`src/rtl/router_pkt_ctrl.sv`:
```
// Router packet controller: parses header/payload/parity bytes from a single
// source, steers them into one of three destination FIFOs, checks packet
// parity, and soft-resets any FIFO whose reader stops draining it.
module router_pkt_ctrl #(
  parameter int TIMEOUT = 30
) (
  input  logic       clock,
  input  logic       reset,
  input  logic       pkt_valid,
  input  logic [7:0] data_in,
  input  logic [2:0] fifo_full,
  input  logic [2:0] fifo_empty,
  input  logic [2:0] read_enb,
  output logic       busy,
  output logic [2:0] write_enb,
  output logic       lfd_state,
  output logic [2:0] vld_out,
  output logic [2:0] soft_reset,
  output logic       err
);

  localparam int CW = $clog2(TIMEOUT + 1);

  typedef enum logic [2:0] {
    IDLE,
    PAYLOAD,
    PARITY,
    DROP,
    CHECK
  } state_t;

  state_t      state;
  state_t      state_next;
  logic [1:0]  addr_q;
  logic [5:0]  len_q;
  logic [5:0]  count;
  logic [7:0]  parity_acc;
  logic [6:0]  drop_left;
  logic        accept;
  logic        abort;
  logic [1:0]  hdr_addr;
  logic [5:0]  hdr_len;
  logic [2:0]  hdr_sel;
  logic [2:0]  dest_sel;
  logic        dest_full;
  logic        soft_hit;
  logic [CW-1:0] to_cnt [3];

  // Address 3 maps to no FIFO, so it decodes to an all-zero select.
  function automatic logic [2:0] addr_onehot(input logic [1:0] a);
    case (a)
      2'd0:    return 3'b001;
      2'd1:    return 3'b010;
      2'd2:    return 3'b100;
      default: return 3'b000;
    endcase
  endfunction

  assign hdr_addr  = data_in[1:0];
  assign hdr_len   = data_in[7:2];
  assign hdr_sel   = addr_onehot(hdr_addr);
  assign dest_sel  = addr_onehot(addr_q);
  assign dest_full = |(fifo_full & dest_sel);
  assign soft_hit  = |(soft_reset & dest_sel);
  assign vld_out   = ~fifo_empty;

  // Next-state and handshake decode; reset forces every strobe low.
  always_comb begin
    state_next = state;
    busy       = 1'b0;
    write_enb  = 3'b000;
    lfd_state  = 1'b0;
    accept     = 1'b0;
    abort      = 1'b0;
    if (!reset) begin
      case (state)
        IDLE: begin
          if (pkt_valid) begin
            if (hdr_addr == 2'd3) begin
              accept     = 1'b1;
              state_next = DROP;
            end else if (|(fifo_full & hdr_sel)) begin
              busy = 1'b1;
            end else begin
              accept     = 1'b1;
              write_enb  = hdr_sel;
              lfd_state  = 1'b1;
              state_next = (hdr_len == 6'd0) ? PARITY : PAYLOAD;
            end
          end
        end
        PAYLOAD: begin
          if (soft_hit) begin
            busy       = 1'b1;
            abort      = 1'b1;
            state_next = DROP;
          end else begin
            busy = dest_full;
            if (pkt_valid && !dest_full) begin
              accept    = 1'b1;
              write_enb = dest_sel;
              if (count + 6'd1 == len_q) state_next = PARITY;
            end
          end
        end
        PARITY: begin
          if (soft_hit) begin
            busy       = 1'b1;
            abort      = 1'b1;
            state_next = DROP;
          end else begin
            busy = dest_full;
            if (pkt_valid && !dest_full) begin
              accept     = 1'b1;
              write_enb  = dest_sel;
              state_next = CHECK;
            end
          end
        end
        CHECK: begin
          busy       = 1'b1;
          state_next = IDLE;
        end
        DROP: begin
          if (pkt_valid) begin
            accept = 1'b1;
            if (drop_left == 7'd1) state_next = IDLE;
          end
        end
        default: state_next = IDLE;
      endcase
    end
  end

  // Packet state, byte counters and running parity; the parity byte itself
  // is folded into the accumulator so a good packet leaves it at zero.
  always_ff @(posedge clock) begin
    if (reset) begin
      state      <= IDLE;
      addr_q     <= 2'd0;
      len_q      <= 6'd0;
      count      <= 6'd0;
      parity_acc <= 8'd0;
      drop_left  <= 7'd0;
      err        <= 1'b0;
    end else begin
      state <= state_next;
      err   <= 1'b0;
      case (state)
        IDLE: begin
          if (accept) begin
            addr_q     <= hdr_addr;
            len_q      <= hdr_len;
            count      <= 6'd0;
            parity_acc <= data_in;
            drop_left  <= {1'b0, hdr_len} + 7'd1;
          end
        end
        PAYLOAD: begin
          if (abort) begin
            drop_left <= {1'b0, len_q - count} + 7'd1;
          end else if (accept) begin
            count      <= count + 6'd1;
            parity_acc <= parity_acc ^ data_in;
          end
        end
        PARITY: begin
          if (abort) begin
            drop_left <= 7'd1;
          end else if (accept) begin
            parity_acc <= parity_acc ^ data_in;
          end
        end
        CHECK: begin
          err        <= |parity_acc;
          parity_acc <= 8'd0;
          count      <= 6'd0;
        end
        DROP: begin
          if (accept) drop_left <= drop_left - 7'd1;
        end
        default: ;
      endcase
    end
  end

  // Per-output stall watchdog: the pulse lands in the TIMEOUT-th stalled cycle.
  always_ff @(posedge clock) begin
    for (int i = 0; i < 3; i++) begin
      if (reset) begin
        to_cnt[i]     <= '0;
        soft_reset[i] <= 1'b0;
      end else if (fifo_empty[i] || read_enb[i]) begin
        to_cnt[i]     <= '0;
        soft_reset[i] <= 1'b0;
      end else if (to_cnt[i] == CW'(TIMEOUT - 2)) begin
        to_cnt[i]     <= '0;
        soft_reset[i] <= 1'b1;
      end else begin
        to_cnt[i]     <= to_cnt[i] + CW'(1);
        soft_reset[i] <= 1'b0;
      end
    end
  end

endmodule

```
`config.mk`:
```
export PLATFORM = sky130hd
export DESIGN_NAME = router_pkt_ctrl
export DESIGN_NICKNAME = d
export VERILOG_FILES = /design/src/rtl/router_pkt_ctrl.sv
export SDC_FILE = /design/constraint.sdc
export NUM_CORES = 1
export LEC_CHECK = 0
export CAP_MARGIN = 10
export CORE_AREA = 2 2 85 87
export CTS_BUF_LIST = sky130_fd_sc_hd__clkbuf_8
export CTS_CLUSTER_SIZE = 24
export DETAILED_ROUTE_END_ITERATION = 16
export DIE_AREA = 0 0 87 89
export PLACE_DENSITY_LB_ADDON = 0.3
export SLEW_MARGIN = 20
export SYNTH_ARGS = -nofsm -noshare
export SYNTH_HDL_FRONTEND = slang
export SYNTH_SLANG_ARGS = --single-unit
```
`constraint.sdc`:
```
create_clock -name clock -period 2.05 [get_ports clock]
set_clock_uncertainty 0.1 [all_clocks]
set_input_delay 0.41 -clock clock [delete_from_list [all_inputs] [get_ports clock]]
set_output_delay 0.41 -clock clock [all_outputs]
set_load 0.03 [all_outputs]
```
==> results of run 1 <==
==> per-stage QoR <==
step	hold slack, ns	cell area, µm²
finish	0.3708	5125
global placement	0.3693	4483
detailed placement	0.3775	4483
CTS	0.3724	4891
floorplan	0.3446	3695
global route	0.4182	5125
==> layer usage <==
layer | vias to the layer above | share of wire
met4 | 0 | 0.028
met3 | 31 | 0.054
met5 | - | 0
met2 | 139 | 0.50
li1 | 1790 | -
met1 | 1758 | 0.42
==> layout by cell type, fill, tap and decap left out, types with 8 or more instances in the layout <==
| cell | synthesis | routed |
|---|---|---|
| buf_4 | 2 | 85 |
| nor2_1 | 54 | 47 |
| dfxtp_1 | 36 | 30 |
| nand2_1 | 28 | 25 |
| a21oi_1 | 30 | 23 |
| inv_1 | 23 | 20 |
| clkdlybuf4s50_1 | 0 | 16 |
| nand3_1 | 16 | 15 |
| edfxtp_1 | 15 | 15 |
| conb_1 | 1 | 15 |
| buf_6 | 6 | 14 |
| a31oi_1 | 14 | 12 |
| ha_1 | 15 | 12 |
| mux2i_1 | 14 | 11 |
| o21ai_0 | 17 | 11 |
| nand4_1 | 10 | 10 |
| nor3_1 | 12 | 10 |
| xor2_1 | 11 | 10 |
| nor4_1 | 8 | 8 |
==> how the worst max path moves through the flow <==
stage                     slack (ns)  cells after the start      endpoint                   start
final                          -0.43                      7  write_enb[1]   state[1]$_SDFFE_PP0P_
after global routing           -0.50                      8  write_enb[1]  addr_q[1]$_SDFFE_PP0P_
after CTS                      -0.39                      7  write_enb[0]   state[1]$_SDFFE_PP0P_
after detailed placement       -0.48                      8  write_enb[0]            fifo_full[2]
after global placement         -0.45                      8  write_enb[2]            fifo_full[2]
after floorplan                -0.11                      8  write_enb[0]   state[1]$_SDFFE_PP0P_
==> sequential cells by signal (all words and copies together), names as in the netlist <==
| signal | cells |
|---|---|
| drop_left | 7 |
| count | 6 |
| parity_acc | 8 |
| err | 1 |
| soft_reset | 3 |
| len_q | 6 |
| state | 3 |
| addr_q | 2 |
| to_cnt | 15 |
==> cells by family after synthesis <==
family	count (synthesis)	share of synthesized area
XOR/XNOR	22	0.05911
adder cells (fa/ha/maj)	16	0.05806
multiplexers	14	0.03917
AND/OR/NAND/NOR	173	0.2529
buffers and inverters	51	0.07065
AO/OA/AOI/OAI	104	0.1917
flip-flops	51	0.3274
other	1	0.001048
==> cell usage after synthesis (3+ instances only) <==
cell type | n | area (µm²)
a2111oi_0 | 3 | 26.28
a211oi_1 | 5 | 37.54
a21oi_1 | 30 | 150.1
a31oi_1 | 14 | 87.58
and3_1 | 7 | 43.79
buf_2 | 7 | 35.03
buf_6 | 6 | 67.56
clkbuf_1 | 11 | 41.29
dfxtp_1 | 36 | 720.7
edfxtp_1 | 15 | 450.4
ha_1 | 15 | 187.7
inv_1 | 23 | 86.33
mux2i_1 | 14 | 140.1
nand2_1 | 28 | 105.1
nand3_1 | 16 | 80.08
nand3_2 | 3 | 30.03
nand3b_1 | 7 | 52.55
nand4_1 | 10 | 62.56
nand4b_1 | 4 | 35.03
nor2_1 | 54 | 202.7
nor2b_1 | 3 | 18.77
nor3_1 | 12 | 60.06
nor3_2 | 3 | 30.03
nor4_1 | 8 | 50.05
o211ai_1 | 4 | 30.03
o21a_1 | 4 | 30.03
o21ai_0 | 17 | 85.08
o22ai_1 | 4 | 25.02
o31ai_1 | 3 | 22.52
or3_1 | 4 | 25.02
xnor2_1 | 10 | 87.58
xor2_1 | 11 | 96.34
==> layout make-up <==
class	instances	share of cell area
clock buffer	5	0.01343
clock inverter	3	0.004395
inverter	25	0.01831
multi-input combinational	344	0.5107
sequential	51	0.2319
tap	80	0.01953
timing repair buffer	123	0.2017
==> power groups by stage <==
stage	Sequential [mW]	Combinational, mW	Clock, mW
floorplan	1.26	1.35	0
global placement	1.31	1.93	0
detailed placement	1.32	1.99	0
CTS	1.30	2.34	0.626
global route	1.33	2.84	0.668
finish	1.31	2.65	0.614
==> what timing repair did <==
action,CTS,global route
hold buffers,0,0
gates resized for setup,69,42
endpoints found under the setup margin,20,38
cloned,1,0
setup buffers,17,8
pin swaps,40,24
==> worst register-to-register path, delay by kind of cell (launching register included) <==
kind            cells  cell delay, ns
compound gates      3            0.55
fa+ha+maj           2            0.50
mux                 1            0.13
flops               1            0.34
buf+inv             2            0.11
simple gates        1            0.32
xor+xnor            1            0.15
==> results.yml, run 1 <==
floorplan:
  die_y_um: 89
  placementRows: 30
  core_um2: 6719
  die-area_um2: 7743
  io_pins: 32
  die_w_um: 87
  start_util: 0.5324
logic_synthesis:
  syn_area_per_cell_um2: 8.281
  seq_area_frac_synth: 0.3274
  synth_cell_types: 66
  ys_warn_count: 0
  synthFlopType: "dfxtp_1"
  synthCells: 432
  syn_area_um2: 3577
  synthArstFlopShare: 0
  ys_ff_latch: 51
  synth_edf_count: 15
global_route:
  grt_use_met1: 0.3479
  grt_pass1_wl_um: 16700
  grt-ovfl-total: 0
  antenna_found_initial: 0
  gr-max-usage-layer: "met2"
  met2_usage: 0.4768
  grt_pass1_vias: 3579
  met3_usage: 0.03509
  grt_max_degree: 27
  grt.total_usage: 0.2709
worst_hold_path:
  holdPathEnd: "parity_acc[0]$_SDFFE_PP0P_"
  hold_start: "parity_acc[0]$_SDFFE_PP0P_"
  hold_class: "reg2reg"
  hold_depth: 1
clock_tree:
  clockBufferDepth: 2
  tritoncts: "done"
  numCtsBuffers: 5
  htreeDepth: 2
  path_clk_slew_ns: 0.10
  cts-root-buf: "clkbuf_8"
  clock_insertion_delay_worst_skew_ns: 0.31
  cts.sink_count: 51
layout:
  seqCellArea_um2: 1189
  nets: 586
  post-route-util: 0.7628
  finalNonFillerCells: 631
  nFillCells: 454
  multi_input_area_um2: 2618
  antennaDiodeCount: 0
  syn_to_final_growth_pct: 43.27
  drive_above_1_share: 0.3503
worst_setup_path:
  reg2reg_depth: 10
  critPathArrivalTime_ns: 1.97
  critPathLaunchType: "register"
  r2r_end: "drop_left[4]$_SDFFE_PP0P_"
  worstSetupEndpointType: "primary output"
  crit_family: "simple AND/OR/NAND/NOR gates"
  critPathBufInv: 1
  path_max_fanout: 3
  worstPathCellList: "xnor2_4, or2_4, or3_4, nor2_1, a21oi_2, nor2_4, buf_6"
  rrSetupSlack_ns: -0.22
  required_ns: 1.54
  critPathKind: "reg2out"
  critPathSlowestCell: "or3_4"
  worst_path_largest_cell_delay_ns: 0.42
  r2r-start: "len_q[0]$_SDFFE_PP0P_"
routing:
  drtAntennaViolNets: 0
  num_vias: 3718
  route.detailed.drc: 0
  drt_wl_total_um: 10570
  wire_per_inst_um: 16.75
  drt_iter0_drc: 245
  firstDrtPassIters: 5
  vias_per_cell: 5.892
timing:
  fin_ws_ns: -0.4337
  finalMaxSlewViolations: 0
  tightest_slew_ns: 0.5829
  setup_tns_ns: -2.916
  finalCriticalPeriod_ns: 2.484
  fmax_mhz: 402.6
  report.final.setup_viol: 19
  slew_headroom: 0.6078
  grt_setup_unrepaired: "yes"
  min_period_over_period: 1.212
  finalHoldViolCount: 0
outcome:
  outcome: "finished, violations left"
  violations: "setup timing"
pwr:
  combPwrFrac: 0.580
  sw_frac_of_total: 0.4140
  power_leakage_nw: 2.037
  pwr_density_cell_nw_per_um2: 892.8
  pwr-share-clk: 0.134
  internal_power_mw: 2.681
  p_switching_mw: 1.894
  power.total_mw: 4.576
  seqPwrFrac: 0.286
  ir_worst_vdd_mv: 0.4110
place:
  place_inst: 606
  gp_congestion: 0.9060
  io_buffers: 31
  dpl_worst_slack_ns: -0.4811
  dp_hpwl_um: 7186
job:
  cap_violations: 0
Power figures use the tool's default switching activity.
==> inputs of run 2 (changes only) <==
--- a/config.mk
+++ b/config.mk
@@ -6,12 +6,13 @@
 export NUM_CORES = 1
 export LEC_CHECK = 0
 export CAP_MARGIN = 10
-export CORE_AREA = 2 2 85 87
+export CORE_AREA = 8 8 91 93
 export CTS_BUF_LIST = sky130_fd_sc_hd__clkbuf_8
 export CTS_CLUSTER_SIZE = 24
 export DETAILED_ROUTE_END_ITERATION = 16
-export DIE_AREA = 0 0 87 89
+export DIE_AREA = 0 0 99 101
 export PLACE_DENSITY_LB_ADDON = 0.3
+export RECOVER_POWER = 50
 export SLEW_MARGIN = 20
 export SYNTH_ARGS = -nofsm -noshare
 export SYNTH_HDL_FRONTEND = slang
==> results.yml, run 2 (synthesized netlist as in run 1, its figures left out) <==
global_route:
  antenna_found_initial: 0
  grt.total_usage: 0.2130
  met3_usage: 0.04351
  grt_use_met1: 0.2437
  grt_max_degree: 24
  gr-max-usage-layer: "met2"
  grt-ovfl-total: 0
  met2_usage: 0.3784
  grt_pass1_vias: 3737
  grt_pass1_wl_um: 17370
worst_setup_path:
  worstPathCellList: "mux2i_2, o211ai_1, or3_4, nor2_2, a21oi_2, nor2_4, buf_6"
  critPathSlowestCell: "or3_4"
  required_ns: 1.54
  worstSetupEndpointType: "primary output"
  path_max_fanout: 6
  worst_path_largest_cell_delay_ns: 0.43
  critPathKind: "reg2out"
  critPathLaunchType: "register"
  critPathArrivalTime_ns: 2.00
floorplan:
  die_w_um: 99
  io_pins: 32
  core_um2: 6943
  start_util: 0.5152
  placementRows: 31
  die-area_um2: 9999
  die_y_um: 101
routing:
  wire_per_inst_um: 17.63
  drt_wl_total_um: 11350
  vias_per_cell: 5.997
  drt_iter0_drc: 338
  route.detailed.drc: 0
  drtAntennaViolNets: 0
  num_vias: 3862
  firstDrtPassIters: 6
timing:
  finalCriticalPeriod_ns: 2.512
  grt_setup_unrepaired: "yes"
  setup_tns_ns: -3.829
  fin_ws_ns: -0.4621
  slew_headroom: 0.6447
  holdWs_ns: 0.3889
  finalHoldViolCount: 0
  fmax_mhz: 398.1
  finalMaxSlewViolations: 0
  tightest_slew_ns: 0.5282
  report.final.setup_viol: 27
  min_period_over_period: 1.225
worst_hold_path:
  hold_class: "reg2reg"
pwr:
  power.total_mw: 4.712
  power_leakage_nw: 2.067
  pwr_density_cell_nw_per_um2: 901.4
  ir_worst_vdd_mv: 0.4348
layout:
  nets: 597
  largest_register: "to_cnt"
  antennaDiodeCount: 0
  largest_register_ffs: 15
  mostFrequentLayoutCells: "buf_4 (89), nor2_1 (45), nand2_1 (26), dfxtp_1 (26), a21oi_1 (21)"
  syn_to_final_growth_pct: 46.13
  final_common_cell: "buf_4"
  drive_above_1_share: 0.3683
  reg.largest.list: "to_cnt x15, parity_acc x8, drop_left x7"
clock_tree:
  tritoncts: "done"
  clock_insertion_delay_worst_skew_ns: 0.32
  numCtsBuffers: 5
  htreeDepth: 2
  clockBufferDepth: 2
  cts-root-buf: "clkbuf_8"
  cts.sink_count: 51
  path_clk_slew_ns: 0.09
job:
  cap_violations: 0
place:
  io_buffers: 31
  gp_congestion: 0.8640
  dp_hpwl_um: 7377
outcome:
  outcome: "finished, violations left"
  violations: "setup timing"
## run 2: cell count changes in the layout (fill, tap and decap cells not counted), sizes merged
cell	before	now
buf	100	109
clkbuf	5	8
dlygate4sd3	0	3
clkdlybuf4s50	16	14
dlymetal6s2s	3	1
dlygate4sd2	4	5
inv	26	25
## run 2: where the power goes
part           switching, mW  total [mW]  internal (mW)
Sequential             0.148        1.32           1.17
Clock                  0.368       0.646          0.277
Combinational           1.41        2.75           1.34
## run 2: final timing paths
| kind | from | endpoint | slack, ns | cells after the start |
|---|---|---|---|---|
| worst max-delay path | addr_q[1]$_SDFFE_PP0P_ | write_enb[2] | -0.46 | 7 |
| worst min-delay path | parity_acc[1]$_SDFFE_PP0P_ | parity_acc[1]$_SDFFE_PP0P_ | 0.39 | 1 |
| worst max register to register | count[0]$_SDFFE_PP0P_ | state[0]$_SDFFE_PP0P_ | -0.26 | 10 |
| worst min register to register | parity_acc[1]$_SDFFE_PP0P_ | parity_acc[1]$_SDFFE_PP0P_ | 0.39 | 1 |
## run 2: repair_timing
action,4_1_cts,5_1_grt
pin swaps,57,33
gates resized for setup,92,36
setup endpoints to repair,26,33
setup buffers,28,14
hold buffers,0,0
## run 2: layout make-up
type	instances	area, µm²
multi-input combinational	344	2599
fill	456	1715
sequential	51	1196
timing repair buffer	134	1136
tap	82	102.6
inverter	25	96.34
clock buffer	6	82.58
clock inverter	2	15.01
## run 2: worst max-delay path, delay by kind of cell (launching register included)
kind / cells / cell delay, ns
simple gates: 3 / 0.66
buf+inv: 1 / 0.13
compound gates: 2 / 0.23
flops: 1 / 0.40
mux: 1 / 0.26
## run 2: metal layers
layer / up-vias / routed length, µm
met5: - / 0
met4: 0 / 242
met3: 27 / 613
met2: 148 / 5829
met1: 1870 / 4667
li1: 1817 / -
## run 2: stage by stage
stage | util | area, µm² | cells | worst slack, ns
floorplan | - | 3695 | 446 | -0.1124
global route | 0.7529 | 5228 | 644 | -0.4976
detailed placement | 0.6504 | 4516 | 612 | -0.4944
global placement | 0.6504 | 4516 | 612 | -0.4636
CTS | 0.7237 | 5025 | 635 | -0.4542
finish | 0.7529 | 5228 | 644 | -0.4621
==> inputs of run 3 (changes only) <==
--- a/config.mk
+++ b/config.mk
@@ -5,12 +5,12 @@
 export SDC_FILE = /design/constraint.sdc
 export NUM_CORES = 1
 export LEC_CHECK = 0
+export ABC_AREA = 1
 export CAP_MARGIN = 10
-export CORE_AREA = 8 8 91 93
+export CORE_AREA = 8 8 87 89
 export CTS_BUF_LIST = sky130_fd_sc_hd__clkbuf_8
-export CTS_CLUSTER_SIZE = 24
 export DETAILED_ROUTE_END_ITERATION = 16
-export DIE_AREA = 0 0 99 101
+export DIE_AREA = 0 0 95 97
 export PLACE_DENSITY_LB_ADDON = 0.3
 export RECOVER_POWER = 50
 export SLEW_MARGIN = 20
==> constraint.sdc (replaced) <==
create_clock -name clock -period 3 [get_ports clock]
set_clock_uncertainty 0.1 [all_clocks]
set_input_delay 0.6 -clock clock [delete_from_list [all_inputs] [get_ports clock]]
set_output_delay 0.6 -clock clock [all_outputs]
set_load 0.03 [all_outputs]
==> results.yml, run 3 <==
logic_synthesis:
  synthCells: 524
  synthFlopType: "dfxtp_1"
  yosysMostFrequentCell: "nand2_1"
  yosys-top-cells-count: "nand2_1 (119), nor2_1 (72), inv_1 (61)"
  synth_area_leaders: "dfxtp_1 (20%), edfxtp_1 (13%), nand2_1 (13%)"
  yosysTopAreaCell: "dfxtp_1"
  seq_area_frac_synth: 0.3288
  synth_edf_count: 15
  synthArstFlopShare: 0
  synth_top_area_frac: 0.2023
  syn_area_per_cell_um2: 6.798
  ys_ff_latch: 51
  ys_warn_count: 0
  synth_cell_types: 41
  syn_area_um2: 3562
timing:
  setup_tns_ns: 0
  fmax_mhz: 349.4
  grt_setup_unrepaired: "no"
  tightest_slew_ns: 0.6454
  slew_headroom: 0.5697
  fin_ws_ns: 0.1376
  finalHoldViolCount: 0
  report.final.setup_viol: 0
  holdWs_ns: 0.3691
  min_period_over_period: 0.9541
  finalMaxSlewViolations: 0
  finalCriticalPeriod_ns: 2.862
worst_hold_path:
  hold_class: "reg2reg"
  hold_depth: 2
layout:
  nets: 605
  reg.largest.list: "to_cnt x15, parity_acc x8, drop_left x7"
  syn_to_final_growth_pct: 14.37
  final_common_cell: "nand2_1"
  seqCellArea_um2: 1171
  largest_register_ffs: 15
  mostFrequentLayoutCells: "nand2_1 (120), nor2_1 (72), inv_1 (62)"
  nFillCells: 571
  multi_input_area_um2: 2118
  largest_register: "to_cnt"
  drive_above_1_share: 0.08596
  antennaDiodeCount: 0
routing:
  drt_wl_total_um: 8658
  drtAntennaViolNets: 0
  vias_per_cell: 5.453
  wire_per_inst_um: 13.38
  num_vias: 3528
  drt_iter0_drc: 195
  route.detailed.drc: 0
  firstDrtPassIters: 5
worst_setup_path:
  critPathArrivalTime_ns: 2.16
  required_ns: 2.30
  worstSetupEndpointType: "primary output"
  critPathKind: "in2out"
  reg2reg_depth: 11
  path_max_fanout: 6
  critPathLaunchType: "input pin"
clock_tree:
  cts_hold_buf: 0
  htreeDepth: 2
  tritoncts: "done"
  numCtsBuffers: 5
  post_cts_buffers: 0
  clock_insertion_delay_worst_skew_ns: 0.31
  path_clk_slew_ns: 0.09
  cts-root-buf: "clkbuf_8"
  cts.sink_count: 51
  cts_resized: 0
  clockBufferDepth: 2
global_route:
  antenna_found_initial: 0
  grt-ovfl-total: 0
  grt_pass1_wl_um: 14790
  grt.total_usage: 0.1949
  grt_pass1_vias: 3400
  grt_max_degree: 26
floorplan:
  placementRows: 29
  core_um2: 6205
  die_y_um: 97
  die_w_um: 95
  start_util: 0.5741
  die-area_um2: 9215
  io_pins: 32
place:
  io_buffers: 31
  dp_hpwl_um: 6570
  dpl_worst_slack_ns: 0.1907
  gp_congestion: 0.8764
job:
  cap_violations: 0
pwr:
  power_leakage_nw: 1.853
  ir_worst_vdd_mv: 0.5324
  pwr_density_cell_nw_per_um2: 928.9
  power.total_mw: 3.784
outcome:
  outcome: "finished clean"
==> run 3: logic make-up after synthesis <==
| group | share of synthesized area |
|---|---|
| other cells | 0.001053 |
| buf+inv | 0.09062 |
| flops | 0.3288 |
| compound gates | 0.1293 |
| xor+xnor | 0.02950 |
| fa+ha+maj | 0.05831 |
| simple gates | 0.3625 |
==> run 3: critical path, cell delays in order <==
cell	delay, ns
clkdlybuf4s50_1	0.58
nor2_1	0.11
nand2_1	0.08
nand3_1	0.14
inv_1	0.14
nand4_1	0.09
a21oi_1	0.22
buf_4	0.20
==> run 3: stage by stage <==
stage	cell area (µm²)	utilization	std cells
6_report	4074	0.6566	647
3_5_place_dp	3973	0.6403	639
2_1_floorplan	3615	-	538
5_1_grt	4074	0.6566	647
3_3_place_gp	3973	0.6403	639
4_1_cts	4083	0.6580	647
==> run 3: final timing paths <==
kind | start | slack [ns] | endpoint
max reg2reg | count[0]$_SDFFE_PP0P_ | 0.67 | drop_left[4]$_SDFFE_PP0P_
max | data_in[0] | 0.14 | write_enb[1]
min | len_q[0]$_SDFFE_PP0P_ | 0.37 | len_q[0]$_SDFFE_PP0P_
min reg2reg | len_q[0]$_SDFFE_PP0P_ | 0.37 | len_q[0]$_SDFFE_PP0P_
==> run 3: cell type report <==
class / instances / area share
Clock inverter: 3 / 0.01014
Tap cell: 77 / 0.02365
Timing Repair Buffer: 33 / 0.07525
Inverter: 71 / 0.06665
Multi-Input combinational cell: 407 / 0.5200
Clock buffer: 5 / 0.01689
Sequential cell: 51 / 0.2875
==> run 3: metal layers <==
layer	GRT usage	up-vias	wire (µm)	share of wire
met5	0	-	0	0
met4	0.07692	0	183	0.021
met3	0.04173	19	411	0.047
met2	0.3469	92	4373	0.51
met1	0.2159	1625	3688	0.43
li1	-	1792	-	-
==> run 3: report_power, final <==
part	internal [mW]	total (mW)	switching, mW
clock	0.246	0.485	0.239
sequential	0.882	1.06	0.175
combinational	0.774	2.24	1.47
total	1.90	3.78	1.88
